**config.mk**
```make
export PLATFORM = sky130hd
export DESIGN_NAME = whistle_sequence_decoder
export DESIGN_NICKNAME = d
export VERILOG_FILES = /design/src/rtl/whistle_cmd_pkg.sv /design/src/rtl/event_timer.sv /design/src/rtl/whistle_sequence_decoder.sv
export SDC_FILE = /design/constraint.sdc
export NUM_CORES = 1
export LEC_CHECK = 0
export CAP_MARGIN = 0
export CORE_MARGIN = 3
export CORE_UTILIZATION = 40
export CTS_BUF_LIST = sky130_fd_sc_hd__clkbuf_8
export DETAILED_ROUTE_END_ITERATION = 7
export HOLD_SLACK_MARGIN = 0.08
export PLACE_DENSITY = 0.63
export SYNTH_ARGS = -nofsm -noshare
export SYNTH_HDL_FRONTEND = slang
export SYNTH_SLANG_ARGS = --single-unit
export TNS_END_PERCENT = 30
```
**constraint.sdc**
```tcl
create_clock -name clk -period 3.61 [get_ports clk]
set_input_delay 0.722 -clock clk [delete_from_list [all_inputs] [get_ports clk]]
set_output_delay 0.722 -clock clk [all_outputs]
set_load 0.1 [all_outputs]
```
**src/rtl/whistle_cmd_pkg.sv**
```systemverilog
// Shared definitions for the whistle sequence decoder and its command consumer.
package whistle_cmd_pkg;

    // Decoder sequencing states.
    typedef enum logic [1:0] {
        IDLE    = 2'd0,
        HOLDOFF = 2'd1,
        GAP     = 2'd2,
        PRESENT = 2'd3
    } wsd_state_t;

    // Default command code width; holds counts up to 7.
    localparam int WSD_CW_DEFAULT = 3;

endpackage : whistle_cmd_pkg

```
**src/rtl/event_timer.sv**
```systemverilog
// Up-counting interval timer. done flags the last cycle of a MAX-cycle window.
module event_timer #(
    parameter int MAX = 4
) (
    input  logic clk,
    input  logic reset_n,
    input  logic clear,
    input  logic en,
    output logic done
);

    localparam int CNT_W = (MAX > 1) ? $clog2(MAX) : 1;

    logic [CNT_W-1:0] count;

    // Count up while enabled; clear has priority so every window starts at 0.
    always_ff @(posedge clk) begin
        // NOTE: registers take <= so every flop samples pre-edge values.
        if (!reset_n) begin
            count <= '0;
        end else if (clear) begin
            count <= '0;
        end else if (en) begin
            count <= count + CNT_W'(1);
        end
    end

    assign done = (count == CNT_W'(MAX - 1));

endmodule : event_timer

```
**src/rtl/whistle_sequence_decoder.sv**
```systemverilog
// Turns whistle/beep detection pulses into a counted command on a valid/ready port.
module whistle_sequence_decoder
    import whistle_cmd_pkg::*;
#(
    parameter int HOLDOFF_CYCLES = 12_500_000,
    parameter int GAP_CYCLES     = 50_000_000,
    parameter int MAX_COUNT      = 7,
    parameter int CW             = WSD_CW_DEFAULT
) (
    input  logic          clk,
    input  logic          reset_n,
    input  logic          whistle_pulse,
    input  logic          beep_pulse,
    input  logic          cmd_ready,
    output logic          cmd_valid,
    output logic [CW-1:0] cmd_code,
    output logic          abort_pulse,
    output logic          drop_pulse,
    output logic          busy,
    output logic [CW-1:0] live_count
);

    wsd_state_t    state;
    logic [CW-1:0] count;
    logic          hold_done;
    logic          gap_done;
    logic          hold_clear;
    logic          gap_clear;

    // Hold-off window restarts on every whistle so a sustained whistle stays one event.
    assign hold_clear = (state != HOLDOFF) || whistle_pulse;
    assign gap_clear  = (state != GAP);

    event_timer #(
        .MAX (HOLDOFF_CYCLES)
    ) u_hold_timer (
        .clk     (clk),
        .reset_n (reset_n),
        .clear   (hold_clear),
        .en      (state == HOLDOFF),
        .done    (hold_done)
    );

    event_timer #(
        .MAX (GAP_CYCLES)
    ) u_gap_timer (
        .clk     (clk),
        .reset_n (reset_n),
        .clear   (gap_clear),
        .en      (state == GAP),
        .done    (gap_done)
    );

    // Sequencer with registered outputs; pulses default low each cycle.
    always_ff @(posedge clk) begin
        if (!reset_n) begin
            state       <= IDLE;
            count       <= '0;
            cmd_valid   <= 1'b0;
            cmd_code    <= '0;
            abort_pulse <= 1'b0;
            drop_pulse  <= 1'b0;
            busy        <= 1'b0;
        end else begin
            abort_pulse <= 1'b0;
            drop_pulse  <= 1'b0;
            case (state)
                IDLE: begin
                    if (whistle_pulse) begin
                        count <= CW'(1);
                        busy  <= 1'b1;
                        state <= HOLDOFF;
                    end
                end
                HOLDOFF: begin
                    if (beep_pulse) begin
                        count       <= '0;
                        abort_pulse <= 1'b1;
                        busy        <= 1'b0;
                        state       <= IDLE;
                    end else if (!whistle_pulse && hold_done) begin
                        state <= GAP;
                    end
                end
                GAP: begin
                    if (beep_pulse) begin
                        count       <= '0;
                        abort_pulse <= 1'b1;
                        busy        <= 1'b0;
                        state       <= IDLE;
                    end else if (whistle_pulse) begin
                        if (count != CW'(MAX_COUNT)) begin
                            count <= count + CW'(1);
                        end
                        state <= HOLDOFF;
                    end else if (gap_done) begin
                        state <= PRESENT;
                    end
                end
                PRESENT: begin
                    // First cycle here loads the command register; later cycles wait for accept.
                    if (whistle_pulse) begin
                        drop_pulse <= 1'b1;
                    end
                    if (!cmd_valid) begin
                        cmd_valid <= 1'b1;
                        cmd_code  <= count;
                    end else if (cmd_ready) begin
                        cmd_valid <= 1'b0;
                        count     <= '0;
                        busy      <= 1'b0;
                        state     <= IDLE;
                    end
                end
                default: begin
                    state <= IDLE;
                end
            endcase
        end
    end

    assign live_count = count;

endmodule : whistle_sequence_decoder

```
==> results.txt <==
- The run finished with clean final reports.
- RSZ-0062 raised after global routing: false
- Final standard cell area without fillers: 3306 µm²
* Place WS: 0.9083 ns
- Normalized max-slew margin: 0.3502
- All-layer global routing usage: 0.1457
- At the later pin of the worst-skew pair, clock insertion delay measures 0.34 ns.
- The synthesized design contains 62 register bits.
* Crit path buf inv count: 1
- Worst VDD drop: 0.2551 mV
- Cell area after technology mapping: 2821 µm²
- The number of antenna violations at the first check in global routing was 0.
- TritonCTS built the clock tree.
* DRT antenna net count: 0
- Number of antenna diodes: 0
- Cell Rows: 29
* Die height: 89.99 µm
- Vias in the first global route: 2187
* Number of DRC markers in iteration 0: 101
* Global route overflow: 0
- From synthesis to final layout, the design area changed by 17.16%.
* Arrival time of the worst setup path: 1.90 ns
- Clock-pin slew on the worst setup and hold paths: 0.07 ns
- For this design the static power due to leakage is 1.108 nW.
* Largest family of logic cells by synthesized area: simple AND/OR/NAND/NOR gates
* First-pass iteration count of the detailed router: 4
- On the critical path, the stage with the largest delay is an instance of clkdlybuf4s50_1.
- The floorplan step defined a core boundary enclosing 6604 µm².
- In the routed layout, each cell is associated on average with a via count of 5.023.
* # Post-CTS Setup Buffers: 0
- Path class of the lowest-slack min-delay path: reg -> reg
- Setup slack closes at 0.9836 ns.
* WL per Instance: 12.22 µm
- Fraction of synthesis flops using an asynchronous set or reset pin: 0
- Fill cell instance count of the final layout: 660
- Routability-driven placement finished with a final weighted congestion of 0.7978.
* Maxcap violations: 0
* Startpoint kind of the worst setup timing path: flip-flop
- The worst setup path is of the reg -> out kind.
* Global-route wire length before repair: 9777 µm
- Floorplan die area: 8097 µm²
- In this run the number of H-tree levels came out at 3.
- Once detailed placement completed, the half-perimeter wirelength came to 3639 µm.
- Required time at the endpoint of the critical path: 2.89 ns
* Fraction of the mapped netlist area in compound gates: 0.05455
* Maximum number of pins on one net before global-route repair: 26
- Total number of vias: 2190
- In the final timing run, aggregate negative setup slack is 0 ns.
* Number of warning messages in the yosys log: 0
* Leading cell type in the layout, fill and taps excluded: dfxtp_1
- Counting every net in the synthesized netlist gives 332.
- The portion of synthesized area spent on multiplexers is 0.01774.
- Wire length after detailed routing: 5326 µm
- Number of nets in the final layout: 352
- For the finished layout, the period the worst path requires is 2.626 ns.
* Unique masters post-synth: 40
- Number of hold violations in the final report: 0
- Count of cells along the worst hold path: 1
- Area of all sequential standard cells: 1241 µm²
- Endpoint kind of the worst setup timing path: output pin
- Setup violations remaining at the end of the flow were counted as 0.
- Of the total synthesized cell area, the portion taken by full adders, half adders and majority gates is 0.03991.
* Parity-gate share of the synthesized area counting xor and xnor cells: 0.1211
* Average size of a mapped cell: 8.873 µm²
* Reg2Reg Setup Slack: 1.51 ns
- Number of I/O port buffers: 14
- On the worst path, the slowest cell contributes a delay of 1.16 ns.
* Highest clock frequency the design can meet: 380.7 MHz
- For this run, the register share of the synthesized area comes to 0.4399.
- Counting along the longest clock path gives a buffer depth of 2.
- Proportion of layout cells with a drive suffix above 1: 0.06997
* Worst path top cell family by delay: buffers and inverters
- The die is 89.99 µm wide.
- Gates resized during post-CTS repair numbered 0.
- Counting every instance in the synthesized netlist gives 318.
* Maximum net fanout on the critical path: 5
- In this run the cell area measured after placement is 3058 µm².
* Power density normalized to cell area: 470.0 nW/µm²
- The worst register-to-register path has a depth of 6.
- In this run, synthesis inferred 0 flip-flops with an integrated enable.
* Quantity of hold-fixing buffers added after cts: 0
- For this configuration, the core starts out at a cell density of 0.4272.
* Total DRC errors in the routed layout: 0
* Total clock buffers created by CTS: 9
- Dominant synthesized flop cell: dfxtp_1
* Critical path, cell by cell: clkdlybuf4s50_1
- After detailed placement, the design holds a cell count of 420.
- dfxtp_1 takes more of the synthesized area than any other cell.
* Synth Area in Simple Gates: 0.2998
- Ranking of synthesized cells by area: dfxtp_1 (44%), nor2_1 (7.1%), xor2_1 (6.2%), xnor2_1 (5.9%), ha_1 (4.0%)
* Area used by multi-input combinational logic: 1504 µm²
- Clock sink count: 62
- Final max-slew violation count: 0
- Measured slew at the worst slew-check pin: 0.9717 ns
* Largest clock skew in the final design: 0.01267 ns
- 15 I/O pins were placed.
* Most used cells in the layout excluding fill and tap cells: dfxtp_1 (62), nor2_1 (53), xor2_1 (20), xnor2_1 (19), nand2_1 (18)
- Final instance count without filler cells: 436
* Depth of the critical timing path with buffers and inverters included: 1
- Area share of the largest cell type after synthesis: 0.4399
- Cell chosen for the clock root: clkbuf_8
* Share of the cycle needed by the critical path after routing: 0.7275
final timing paths:
check / to / from
max reg2reg: u_hold_timer.count[18] / state[1]
min reg2reg: u_hold_timer.count[0] / u_hold_timer.count[0]
max: live_count[0] / live_count[0]
min: u_hold_timer.count[0] / u_hold_timer.count[0]
cells in the mapped netlist (2+ instances only):
cell and n:
and4_1 6, inv_1 13, o21ai_0 10, mux2i_1 5, or4_1 2, nor4_1 3, dfxtp_1 62, nand4_1 12
and2_1 2, nor2_1 53, nor2b_1 3, nand2_1 18, a21oi_1 10, nand2b_1 4, clkbuf_1 4, or3_1 7
xnor2_1 19, xor2_1 20, nor3_1 9, ha_1 9, and3_1 8, nand3_1 16, nor4b_1 5, nand3b_1 2
per-layer routing:
layer  global-route usage  routed length (µm)
met5                    0                   0
met4              0.04974                  67
met3              0.05008                 119
met2               0.2400                2475
met1               0.1780                2663
metrics by stage:
stage	power (W)	utilization	hold WS [ns]
finish	0.001554	0.5006	0.4507
global route	0.001615	0.5006	0.4966
CTS	0.001579	0.5006	0.4561
detailed placement	0.0008242	0.4631	0.4422
global placement	0.0008225	0.4631	0.4306
floorplan	0.0007952	-	0.4134
kinds of logic (layout without fill, tap and decap cells):
logic type / after synthesis / after routing
flops: 62 / 62
mux: 5 / 5
buf+inv: 19 / 44
xor+xnor: 39 / 39
simple gates: 157 / 157
fa+ha+maj: 9 / 9
compound gates: 27 / 27
area by class of cell:
class	count	share of cell area
multi-input cells	237	0.4550
flip-flops and latches	62	0.3755
repair buffers	15	0.04466
clock buffers	10	0.04164
well taps	93	0.03520
clock inverters	6	0.03331
inverters	13	0.01476
state kept, by name (all words and copies together) (netlist names):
| register | cells |
|---|---|
| busy | 1 |
| state | 2 |
| u_hold_timer.count | 24 |
| cmd_code | 3 |
| drop_pulse | 1 |
| abort_pulse | 1 |
| live_count | 3 |
| cmd_valid | 1 |
| u_gap_timer.count | 26 |
power by group:
group / total (W) / switching (W) / internal (W)
logic: 0.000110 / 0.0000761 / 0.0000337
registers: 0.000699 / 0.00000708 / 0.000692
clock network: 0.000745 / 0.000269 / 0.000476
Power figures use the tool's default switching activity.
